<file path="src/rtl/arm_ctrl_pkg.sv">
// arm_ctrl_pkg: shared types and constants for the multicycle ARM controller.
//   - state_e    : sequencer states
//   - ALU_*      : ALUControl encodings
//   - IMM_*      : ImmSrc (extend mode) encodings
//   - OP_*       : instruction class field IR[27:26]
//   - COND_*     : condition codes IR[31:28]
//   - CMD_*      : data-processing commands funct[4:1]
//   - ctrl_t     : control fields registered in DECODE
//   - decode_ctrl / decode_illegal : pure decode helpers on the latched IR
package arm_ctrl_pkg;

  typedef enum logic [2:0] {
    FETCH  = 3'd0,
    DECODE = 3'd1,
    EXEC   = 3'd2,
    MEM    = 3'd3,
    RETIRE = 3'd4,
    TRAP   = 3'd5
  } state_e;

  localparam logic [3:0] ALU_ADD = 4'b0000;
  localparam logic [3:0] ALU_SUB = 4'b0001;
  localparam logic [3:0] ALU_AND = 4'b0010;
  localparam logic [3:0] ALU_ORR = 4'b0011;
  localparam logic [3:0] ALU_MOV = 4'b0100;

  localparam logic [1:0] IMM_DP  = 2'b00;
  localparam logic [1:0] IMM_MEM = 2'b01;
  localparam logic [1:0] IMM_BR  = 2'b10;

  localparam logic [1:0] OP_DP  = 2'b00;
  localparam logic [1:0] OP_MEM = 2'b01;
  localparam logic [1:0] OP_BR  = 2'b10;

  localparam logic [3:0] COND_EQ = 4'b0000;
  localparam logic [3:0] COND_NE = 4'b0001;
  localparam logic [3:0] COND_CS = 4'b0010;
  localparam logic [3:0] COND_CC = 4'b0011;
  localparam logic [3:0] COND_MI = 4'b0100;
  localparam logic [3:0] COND_PL = 4'b0101;
  localparam logic [3:0] COND_VS = 4'b0110;
  localparam logic [3:0] COND_VC = 4'b0111;
  localparam logic [3:0] COND_HI = 4'b1000;
  localparam logic [3:0] COND_LS = 4'b1001;
  localparam logic [3:0] COND_GE = 4'b1010;
  localparam logic [3:0] COND_LT = 4'b1011;
  localparam logic [3:0] COND_GT = 4'b1100;
  localparam logic [3:0] COND_LE = 4'b1101;
  localparam logic [3:0] COND_AL = 4'b1110;
  localparam logic [3:0] COND_NV = 4'b1111;

  localparam logic [3:0] CMD_AND = 4'b0000;
  localparam logic [3:0] CMD_SUB = 4'b0010;
  localparam logic [3:0] CMD_ADD = 4'b0100;
  localparam logic [3:0] CMD_CMP = 4'b1010;
  localparam logic [3:0] CMD_ORR = 4'b1100;
  localparam logic [3:0] CMD_MOV = 4'b1101;

  typedef struct packed {
    logic [3:0] alu_ctrl;
    logic       alu_src;
    logic [1:0] imm_src;
    logic [2:0] reg_src;
    logic       mem_to_reg;
    logic       reg_we;     // instruction intends a register write
    logic       flag_we;    // NZCV is updated at the end of EXEC
    logic       is_mem;
    logic       is_store;
    logic       is_branch;
    logic       rd15;       // destination is the PC
  } ctrl_t;

  function automatic ctrl_t decode_ctrl(input logic [31:0] ir);
    ctrl_t      c;
    logic [5:0] funct;
    logic [3:0] cmd;
    c     = '0;
    funct = ir[25:20];
    cmd   = funct[4:1];
    c.rd15 = (ir[15:12] == 4'hF);
    case (ir[27:26])
      OP_DP: begin
        c.alu_src = funct[5];
        c.flag_we = funct[0];
        c.reg_we  = 1'b1;
        case (cmd)
          CMD_ADD: c.alu_ctrl = ALU_ADD;
          CMD_SUB: c.alu_ctrl = ALU_SUB;
          CMD_AND: c.alu_ctrl = ALU_AND;
          CMD_ORR: c.alu_ctrl = ALU_ORR;
          CMD_MOV: c.alu_ctrl = ALU_MOV;
          CMD_CMP: begin
            c.alu_ctrl = ALU_SUB;
            c.reg_we   = 1'b0;
            c.flag_we  = 1'b1;
          end
          default: c.alu_ctrl = ALU_ADD;
        endcase
      end
      OP_MEM: begin
        c.alu_src  = 1'b1;
        c.imm_src  = IMM_MEM;
        c.alu_ctrl = funct[3] ? ALU_ADD : ALU_SUB;
        c.is_mem   = 1'b1;
        if (funct[0]) begin
          c.mem_to_reg = 1'b1;
          c.reg_we     = 1'b1;
        end else begin
          c.is_store = 1'b1;
          c.reg_src  = 3'b100;  // RA2 reads Rd as the store data
        end
      end
      OP_BR: begin
        c.imm_src   = IMM_BR;
        c.reg_src   = 3'b001;   // RA1 reads R15
        c.alu_src   = 1'b1;
        c.alu_ctrl  = ALU_ADD;
        c.is_branch = 1'b1;
      end
      default: c = '0;
    endcase
    return c;
  endfunction

  function automatic logic decode_illegal(input logic [31:0] ir);
    logic [3:0] cmd;
    logic       bad;
    cmd = ir[24:21];
    bad = (ir[31:28] == COND_NV) || (ir[27:26] == 2'b11);
    if (ir[27:26] == OP_DP) begin
      case (cmd)
        CMD_ADD, CMD_SUB, CMD_AND, CMD_ORR, CMD_CMP, CMD_MOV: ;
        default: bad = 1'b1;
      endcase
    end
    return bad;
  endfunction

endpackage

</file>
<file path="src/rtl/cond_check.sv">
// cond_check: combinational ARM condition evaluator.
//   cond    in  4  condition field IR[31:28]
//   nzcv    in  4  {N,Z,C,V} flag register
//   cond_ex out 1  instruction executes; 1111 is treated as never
module cond_check
  import arm_ctrl_pkg::*;
(
  input  logic [3:0] cond,
  input  logic [3:0] nzcv,
  output logic       cond_ex
);

  logic n, z, c, v;
  assign {n, z, c, v} = nzcv;

  always_comb begin
    cond_ex = 1'b0;
    case (cond)
      COND_EQ: cond_ex = z;
      COND_NE: cond_ex = ~z;
      COND_CS: cond_ex = c;
      COND_CC: cond_ex = ~c;
      COND_MI: cond_ex = n;
      COND_PL: cond_ex = ~n;
      COND_VS: cond_ex = v;
      COND_VC: cond_ex = ~v;
      COND_HI: cond_ex = c & ~z;
      COND_LS: cond_ex = ~c | z;
      COND_GE: cond_ex = (n == v);
      COND_LT: cond_ex = (n != v);
      COND_GT: cond_ex = ~z & (n == v);
      COND_LE: cond_ex = z | (n != v);
      COND_AL: cond_ex = 1'b1;
      default: cond_ex = 1'b0;
    endcase
  end

endmodule

</file>
<file path="src/rtl/arm_mc_controller.sv">
// arm_mc_controller: multicycle sequencer/decoder for the ARM datapath.
//   clk, rst (async, active-low)
//   instr_req/instr_valid/Instr : instruction fetch handshake
//   InstrQ                      : latched IR[23:0] to the datapath
//   ALUFlags                    : {N,Z,C,V} sampled at the end of EXEC
//   mem_req/mem_ready/MemWrite  : data memory handshake
//   PCWrite, PCSrc, MemtoReg, ALUSrc, RegWrite, ALUControl, ImmSrc, RegSrc
//                               : datapath controls
//   trap                        : sticky error (illegal instr or timeout)
module arm_mc_controller
  import arm_ctrl_pkg::*;
#(
  parameter int MEM_TIMEOUT = 255
) (
  input  logic        clk,
  input  logic        rst,
  output logic        instr_req,
  input  logic        instr_valid,
  input  logic [31:0] Instr,
  output logic [23:0] InstrQ,
  input  logic [3:0]  ALUFlags,
  output logic        mem_req,
  input  logic        mem_ready,
  output logic        MemWrite,
  output logic        PCWrite,
  output logic        PCSrc,
  output logic        MemtoReg,
  output logic        ALUSrc,
  output logic        RegWrite,
  output logic [3:0]  ALUControl,
  output logic [1:0]  ImmSrc,
  output logic [2:0]  RegSrc,
  output logic        trap
);

  localparam int CW = $clog2(MEM_TIMEOUT + 1);
  localparam logic [CW-1:0] TMO_LAST = CW'(MEM_TIMEOUT - 1);

  state_e        state_q, state_d;
  logic [31:0]   ir_q, ir_d;
  logic [3:0]    nzcv_q, nzcv_d;
  logic [CW-1:0] cnt_q, cnt_d;
  ctrl_t         ctrl_q, ctrl_d;
  logic          cond_ex_q, cond_ex_d;
  // Keeps instr_req low during reset and for the release cycle, so every
  // output is 0 while rst is asserted.
  logic          run_q;

  logic          cond_ex_w;
  logic          waiting;

  cond_check u_cond_check (
    .cond    (ir_q[31:28]),
    .nzcv    (nzcv_q),
    .cond_ex (cond_ex_w)
  );

  always_comb begin
    state_d   = state_q;
    ir_d      = ir_q;
    nzcv_d    = nzcv_q;
    ctrl_d    = ctrl_q;
    cond_ex_d = cond_ex_q;
    cnt_d     = cnt_q;
    waiting   = 1'b0;
    instr_req = 1'b0;
    mem_req   = 1'b0;
    MemWrite  = 1'b0;
    PCWrite   = 1'b0;
    RegWrite  = 1'b0;
    PCSrc     = 1'b0;
    trap      = 1'b0;

    case (state_q)
      FETCH: begin
        if (run_q) begin
          instr_req = 1'b1;
          if (instr_valid) begin
            ir_d    = Instr;
            state_d = DECODE;
          end else begin
            waiting = 1'b1;
          end
        end
      end
      DECODE: begin
        ctrl_d    = decode_ctrl(ir_q);
        cond_ex_d = cond_ex_w;
        if (decode_illegal(ir_q)) state_d = TRAP;
        else if (!cond_ex_w)      state_d = RETIRE;
        else                      state_d = EXEC;
      end
      EXEC: begin
        if (ctrl_q.flag_we) nzcv_d = ALUFlags;
        state_d = ctrl_q.is_mem ? MEM : RETIRE;
      end
      MEM: begin
        mem_req  = 1'b1;
        MemWrite = ctrl_q.is_store;
        if (mem_ready) state_d = RETIRE;
        else           waiting = 1'b1;
      end
      RETIRE: begin
        PCWrite  = 1'b1;
        RegWrite = ctrl_q.reg_we & cond_ex_q;
        PCSrc    = cond_ex_q & (ctrl_q.is_branch | (ctrl_q.reg_we & ctrl_q.rd15));
        state_d  = FETCH;
      end
      TRAP: begin
        trap = 1'b1;
      end
      default: state_d = TRAP;
    endcase

    // The counter holds the number of cycles already waited; the cycle that
    // would make it reach MEM_TIMEOUT abandons the handshake instead.
    if (waiting) begin
      if (cnt_q == TMO_LAST) state_d = TRAP;
      else                   cnt_d   = cnt_q + CW'(1);
    end
    if (state_d != state_q) cnt_d = '0;
  end

  always_ff @(posedge clk or negedge rst) begin
    if (!rst) begin
      state_q   <= FETCH;
      ir_q      <= '0;
      nzcv_q    <= '0;
      cnt_q     <= '0;
      ctrl_q    <= '0;
      cond_ex_q <= 1'b0;
      run_q     <= 1'b0;
    end else begin
      state_q   <= state_d;
      ir_q      <= ir_d;
      nzcv_q    <= nzcv_d;
      cnt_q     <= cnt_d;
      ctrl_q    <= ctrl_d;
      cond_ex_q <= cond_ex_d;
      run_q     <= 1'b1;
    end
  end

  assign InstrQ     = ir_q[23:0];
  assign MemtoReg   = ctrl_q.mem_to_reg;
  assign ALUSrc     = ctrl_q.alu_src;
  assign ALUControl = ctrl_q.alu_ctrl;
  assign ImmSrc     = ctrl_q.imm_src;
  assign RegSrc     = ctrl_q.reg_src;

endmodule

</file>
<file path="config.mk">
export PLATFORM = sky130hd
export DESIGN_NAME = arm_mc_controller
export DESIGN_NICKNAME = d
export VERILOG_FILES = /design/src/rtl/arm_ctrl_pkg.sv /design/src/rtl/cond_check.sv /design/src/rtl/arm_mc_controller.sv
export SDC_FILE = /design/constraint.sdc
export NUM_CORES = 1
export LEC_CHECK = 0
export ABC_AREA = 1
export CAP_MARGIN = 15
export CELL_PAD_IN_SITES_DETAIL_PLACEMENT = 1
export CELL_PAD_IN_SITES_GLOBAL_PLACEMENT = 1
export CORE_MARGIN = 5
export CORE_UTILIZATION = 38
export CTS_BUF_LIST = sky130_fd_sc_hd__clkbuf_8 sky130_fd_sc_hd__clkbuf_16
export CTS_CLUSTER_DIAMETER = 100
export DETAILED_ROUTE_END_ITERATION = 10
export PLACE_DENSITY = 0.95
export SETUP_SLACK_MARGIN = 0.3
export SYNTH_ARGS = -nofsm -noshare
export SYNTH_HDL_FRONTEND = slang
export SYNTH_SLANG_ARGS = --single-unit
</file>
<file path="constraint.sdc">
create_clock -name clk -period 3.25 [get_ports clk]
set_input_delay 0.65 -clock clk [delete_from_list [all_inputs] [get_ports clk]]
set_output_delay 0.65 -clock clk [all_outputs]
set_load 0.05 [all_outputs]
</file>
==> results.cfg, run 1 <==
[sta]
final.min_clock_period_ns = 2.73
worst_slew_pin_slew_ns = 0.642
max_freq_ghz = 0.366
fin_worst_skew_ns = 0.0105
fin_ws_ns = 0.521
finalCritPeriodShare_pct = 84.0
finalMaxSlewViolations = 0
hold_viol_final = 0
tns_ns = 0
rsz0062_at_grt = no
slew_headroom_pct = 57.2
setup_viol = 0

[worst_setup_path]
worst_path_max_delay_cell = clkdlybuf4s50_1
worstSetupPathType = reg2out
cp-end-kind = output pin
worstSetupStartpointType = flop
crit_fanout = 7
worstPathRequired_ns = 2.60
cpPeakStageDelay_ns = 0.85
crit_arrival_ns = 2.08
path_cells = inv_2 -> nand2_2 -> nor2_1 -> clkdlybuf4s50_1

[floorplan]
die_x_um = 102
start_util_pct = 39.0
dieHeight_um = 102
die-area_sq_um = 10400
ios = 82
row_count = 33
core-area_sq_um = 8220

[synthesis]
synth_largest_area_cell = dfrtp_1
seq_area_frac_synth_pct = 47.6
synth_flop_cell = dfrtp_1
netlist_area_sq_um = 3200
synth-warning-count = 0
yosysTopAreaCellShare_pct = 47.6
yosysUniqueCellTypes = 35
syn_inst = 404
ys_ff_latch = 61
async_reset_ff_share_pct = 100
yosys-top-cells-area = dfrtp_1, nand2_1, buf_4
avgSynthCellArea_sq_um = 7.93
synth_edf_count = 0

[drt]
wl_per_cell_um = 16.6
wl_um = 9450
vias = 2812
ant_nets = 0
dr.pass1.iters = 4
drc = 0
drtIter0Drc = 97
vias_per_cell = 4.95

[global_route]
grt_pass1_vias = 3130
grt_max_degree = 49
gr-usage-met3_pct = 3.55
antenna_found_initial = 0
grt_use_met2_pct = 32.9
gr-max-usage-layer = met2
grtUsageTotal_pct = 19.0
grt_util_met1_pct = 23.6
grt_pass1_wl_um = 15300
grt-ovfl-total = 0

[layout]
n_antenna_cell = 0
final_common_cell = nand2_1
areaGrowthSynthToFinish_pct = 28.7
layout-drive-gt1-share_pct = 6.91
layout_common_cells = nand2_1, clkdlybuf4s50_1, dfrtp_1, inv_1, nor2_1
nNetsFinal = 505
post-route-util_pct = 50.2

[cts]
cts_setup_buffers = 0
postCtsHoldBufs = 0
tritoncts = done
cts_sinks = 61
cts-root-buf = clkbuf_8
post_cts_resized = 0
clockBufferDepth = 2
path_clk_slew_ns = 0.08
cts_buffers = 9
h-tree-depth = 3
clk_latency_ns = 0.35

[power_and_ir_drop]
p_sw_uw = 505
powerDensity_nw_per_um2 = 441
vdd_drop_max_uv = 255
p_leak_uw = 0.00202
power_frac_comb_pct = 12.9
clkPwrFrac_pct = 42.6
swShare_pct = 27.8
pwr-share-seq_pct = 44.5
internal_power_uw = 1310

[placed_design]
place_ws_ns = 0.676
place.gp.congestion = 0.856
dpl.hpwl_um = 6780
io_buffers = 79

[run]
maxCapViolCount = 0

[min_path]
worst_hold_path_type = in2async

[run_status]
outcome = finished, final reports clean
-- power by group through the flow --
stage	Combinational, uW	Clock, uW	Sequential [uW]
after floorplan	148	0	812
after global placement	223	0	821
after detailed placement	230	0	823
after CTS	234	780	808
after global routing	253	812	812
final	234	774	809
-- flip-flops by register name (all words and copies together) (netlist names), 2 cells and up --
signal / flops
ctrl_q: 4
RegSrc: 2
ALUControl: 3
ir_q: 32
nzcv_q: 4
state_q: 3
cnt_q: 8
-- routing by layer --
| metal | part of all wire [%] | up-vias |
|---|---|---|
| met3 | 3.9 | 15 |
| met5 | 0 | - |
| met4 | 1.8 | 0 |
| met1 | 43 | 1402 |
| met2 | 52 | 58 |
| li1 | - | 1337 |
-- kinds of logic after synthesis --
kind of cell	synth area share [%]
adder cells (fa/ha/maj)	2.73
flip-flops	47.6
AO/OA/AOI/OAI	7.03
other	0.234
AND/OR/NAND/NOR	26.2
XOR/XNOR	1.91
buffers and inverters	13.9
multiplexers	0.351
-- final timing paths --
| kind | start | endpoint | slack, ns | depth (start not counted) |
|---|---|---|---|---|
| min in group clk | ir_q[17] | ir_q[17] | 0.48 | 2 |
| setup / recovery | state_q[2] | instr_req | 0.52 | 4 |
| hold / removal | rst | nzcv_q[2] | 0.24 | 1 |
| max in group asynchronous | rst | ir_q[10] | 2.30 | 3 |
| setup reg to reg | ir_q[26] | cnt_q[7] | 1.22 | 11 |
| hold reg to reg | ir_q[17] | ir_q[17] | 0.48 | 2 |
-- stage by stage --
step                      area (sq um)  hold slack, ns  power (uW)  std cells
after detailed placement          3880           0.465        1050        551
after global placement            3880           0.454        1040        551
final                             4130           0.237        1820        568
after global routing              4130           0.255        1880        568
after CTS                         4100           0.486        1820        567
after floorplan                   3210           0.354         960        405
-- synthesized netlist by cell type (all sizes together) (2+ instances only) --
master / count
nand2: 138
dfrtp: 61
inv: 40
buf: 36
nor2: 29
o21ai: 22
nand3: 21
a21oi: 9
clkbuf: 7
ha: 7
nand4: 6
nor3: 6
xor2: 5
a22oi: 2
conb: 2
xnor2: 2
-- worst max-delay path: cells and delay by family, from the launching register on --
| family | cells | cell delay [ns] |
|---|---|---|
| simple gates | 2 | 0.28 |
| flops | 1 | 0.48 |
| buf+inv | 2 | 0.98 |
-- area by class of cell --
class / count / area (sq um)
Tap cell: 105 / 131
Clock inverter: 7 / 97.6
Clock buffer: 9 / 124
Multi-Input combinational cell: 260 / 1240
Sequential cell: 61 / 1530
Inverter: 41 / 154
Timing Repair Buffer: 85 / 848
Fill cell: 973 / 4090
Power figures use the tool's default switching activity.
==> run 2: changes to the inputs <==
- CORE_UTILIZATION: 38 -> 36
- PLACE_DENSITY: 0.95 -> 0.92
- clock period: 3.25 -> 2.57 ns (I/O delays scaled with it)
==> results.cfg, run 2 (synthesized netlist as in run 1, its figures left out) <==
[run_status]
outcome = finished, final reports clean

[layout]
post-route-util_pct = 47.4
areaGrowthSynthToFinish_pct = 28.4
fill_cells = 1076
n_antenna_cell = 0
final_common_cell = nand2_1
largest_reg_flops = 32
reg_top3 = ir_q x32, cnt_q x8
layout-drive-gt1-share_pct = 7.17
layout_common_cells = nand2_1, clkdlybuf4s50_1, dfrtp_1, inv_1, nor2_1
nNetsFinal = 502
top_register = ir_q

[cts]
cts_sinks = 61
path_clk_slew_ns = 0.07
tritoncts = done
clk_latency_ns = 0.33
cts-root-buf = clkbuf_8
h-tree-depth = 3
clockBufferDepth = 2
cts_buffers = 9

[floorplan]
die_x_um = 104
row_count = 34
dieHeight_um = 104
die-area_sq_um = 10900
start_util_pct = 36.9
core-area_sq_um = 8680
ios = 82

[worst_setup_path]
crit_fanout = 6
crit_family = buffers and inverters
crit_path_frequent_cell = nor2_1
worstSetupStartpointType = flop
path_cells = nor2_1 -> inv_1 -> nor2_1 -> clkdlybuf4s15_1
worstPathRequired_ns = 2.06
worstSetupPathType = reg2out
crit_arrival_ns = 1.69
cp-end-kind = output pin
cpPeakStageDelay_ns = 0.52
worst-r2r-cell-count = 8
crit_cells = 4
worst_path_max_delay_cell = clkdlybuf4s15_1
crit_buf_inv = 2

[global_route]
grt_pass1_wl_um = 14300
grt-ovfl-total = 0
grt_max_degree = 44
antenna_found_initial = 0
grtUsageTotal_pct = 16.0
grt_pass1_vias = 3027

[run]
maxCapViolCount = 0

[placed_design]
place_ws_ns = 0.384
dpl.hpwl_um = 6300
place.gp.congestion = 0.843
io_buffers = 79

[min_path]
worst_hold_path_type = in2async

[sta]
rsz0062_at_grt = yes
max_freq_ghz = 0.454
final.min_clock_period_ns = 2.20
setup_viol = 0
finalCritPeriodShare_pct = 85.7
worst_slew_pin_slew_ns = 0.688
tns_ns = 0
slew_headroom_pct = 54.1
finalMaxSlewViolations = 0
holdWs_ns = 0.224
fin_ws_ns = 0.366
hold_viol_final = 0
fin_worst_skew_ns = 0.00881

[drt]
wl_per_cell_um = 14.5
dr.pass1.iters = 4
ant_nets = 0
drtIter0Drc = 75
vias_per_cell = 4.83
drc = 0
vias = 2746
wl_um = 8240

[power_and_ir_drop]
total_power_uw = 2210
vdd_drop_max_uv = 309
p_leak_uw = 0.00202
powerDensity_nw_per_um2 = 537
==> run 2: per-layer routing <==
metal | routed length [um] | up-vias | share of wire [%] | GRT usage, %
met2 | 4290 | 55 | 52 | 27.5
met1 | 3400 | 1347 | 41 | 19.2
li1 | - | 1332 | - | -
met4 | 153 | 0 | 1.9 | 7.03
met5 | 0 | - | 0 | 0
met3 | 396 | 12 | 4.8 | 3.48
==> run 2: what timing repair did <==
action,in CTS,in global routing
gates cloned,0,0
setup buffers,0,0
hold buffers,0,0
setup endpoints to repair,5,12
pin swaps,0,0
resized for setup,5,6
==> run 2: through the flow <==
stage / cells / instance area (sq um)
finish: 568 / 4120
floorplan: 405 / 3220
global placement: 552 / 3890
detailed placement: 552 / 3890
CTS: 568 / 4090
global route: 568 / 4120
==> run 2: cell type report <==
type / count / area, sq um / share of cell area, %
sequential: 61 / 1530 / 37.1
clock inverter: 4 / 46.3 / 1.12
inverter: 41 / 154 / 3.74
multi-input combinational: 260 / 1270 / 30.8
clock buffer: 12 / 165 / 4.01
timing repair buffer: 82 / 820 / 19.9
tap: 108 / 135 / 3.28
==> run 2: path summary, 6_finish.rpt <==
path / endpoint / slack (ns) / start
setup / recovery: instr_req / 0.37 / state_q[1]
hold / removal: ir_q[23] / 0.22 / rst
setup reg to reg: cnt_q[1] / 0.52 / state_q[2]
hold reg to reg: ir_q[9] / 0.48 / ir_q[9]
max in group asynchronous: cnt_q[3] / 1.74 / rst
min in group clk: ir_q[9] / 0.48 / ir_q[9]
==> run 2: power by group <==
| part | internal, uW | leakage (uW) | switching, uW |
|---|---|---|---|
| registers | 992 | 0.000775 | 30.1 |
| clock network | 522 | 0.000110 | 375 |
| logic | 118 | 0.00114 | 170 |
==> run 3: changes to the inputs <==
- CTS_CLUSTER_DIAMETER: 100 -> 120
==> results of run 3 <==
The final DEF is identical to that of run 2; final timing and power are the same.
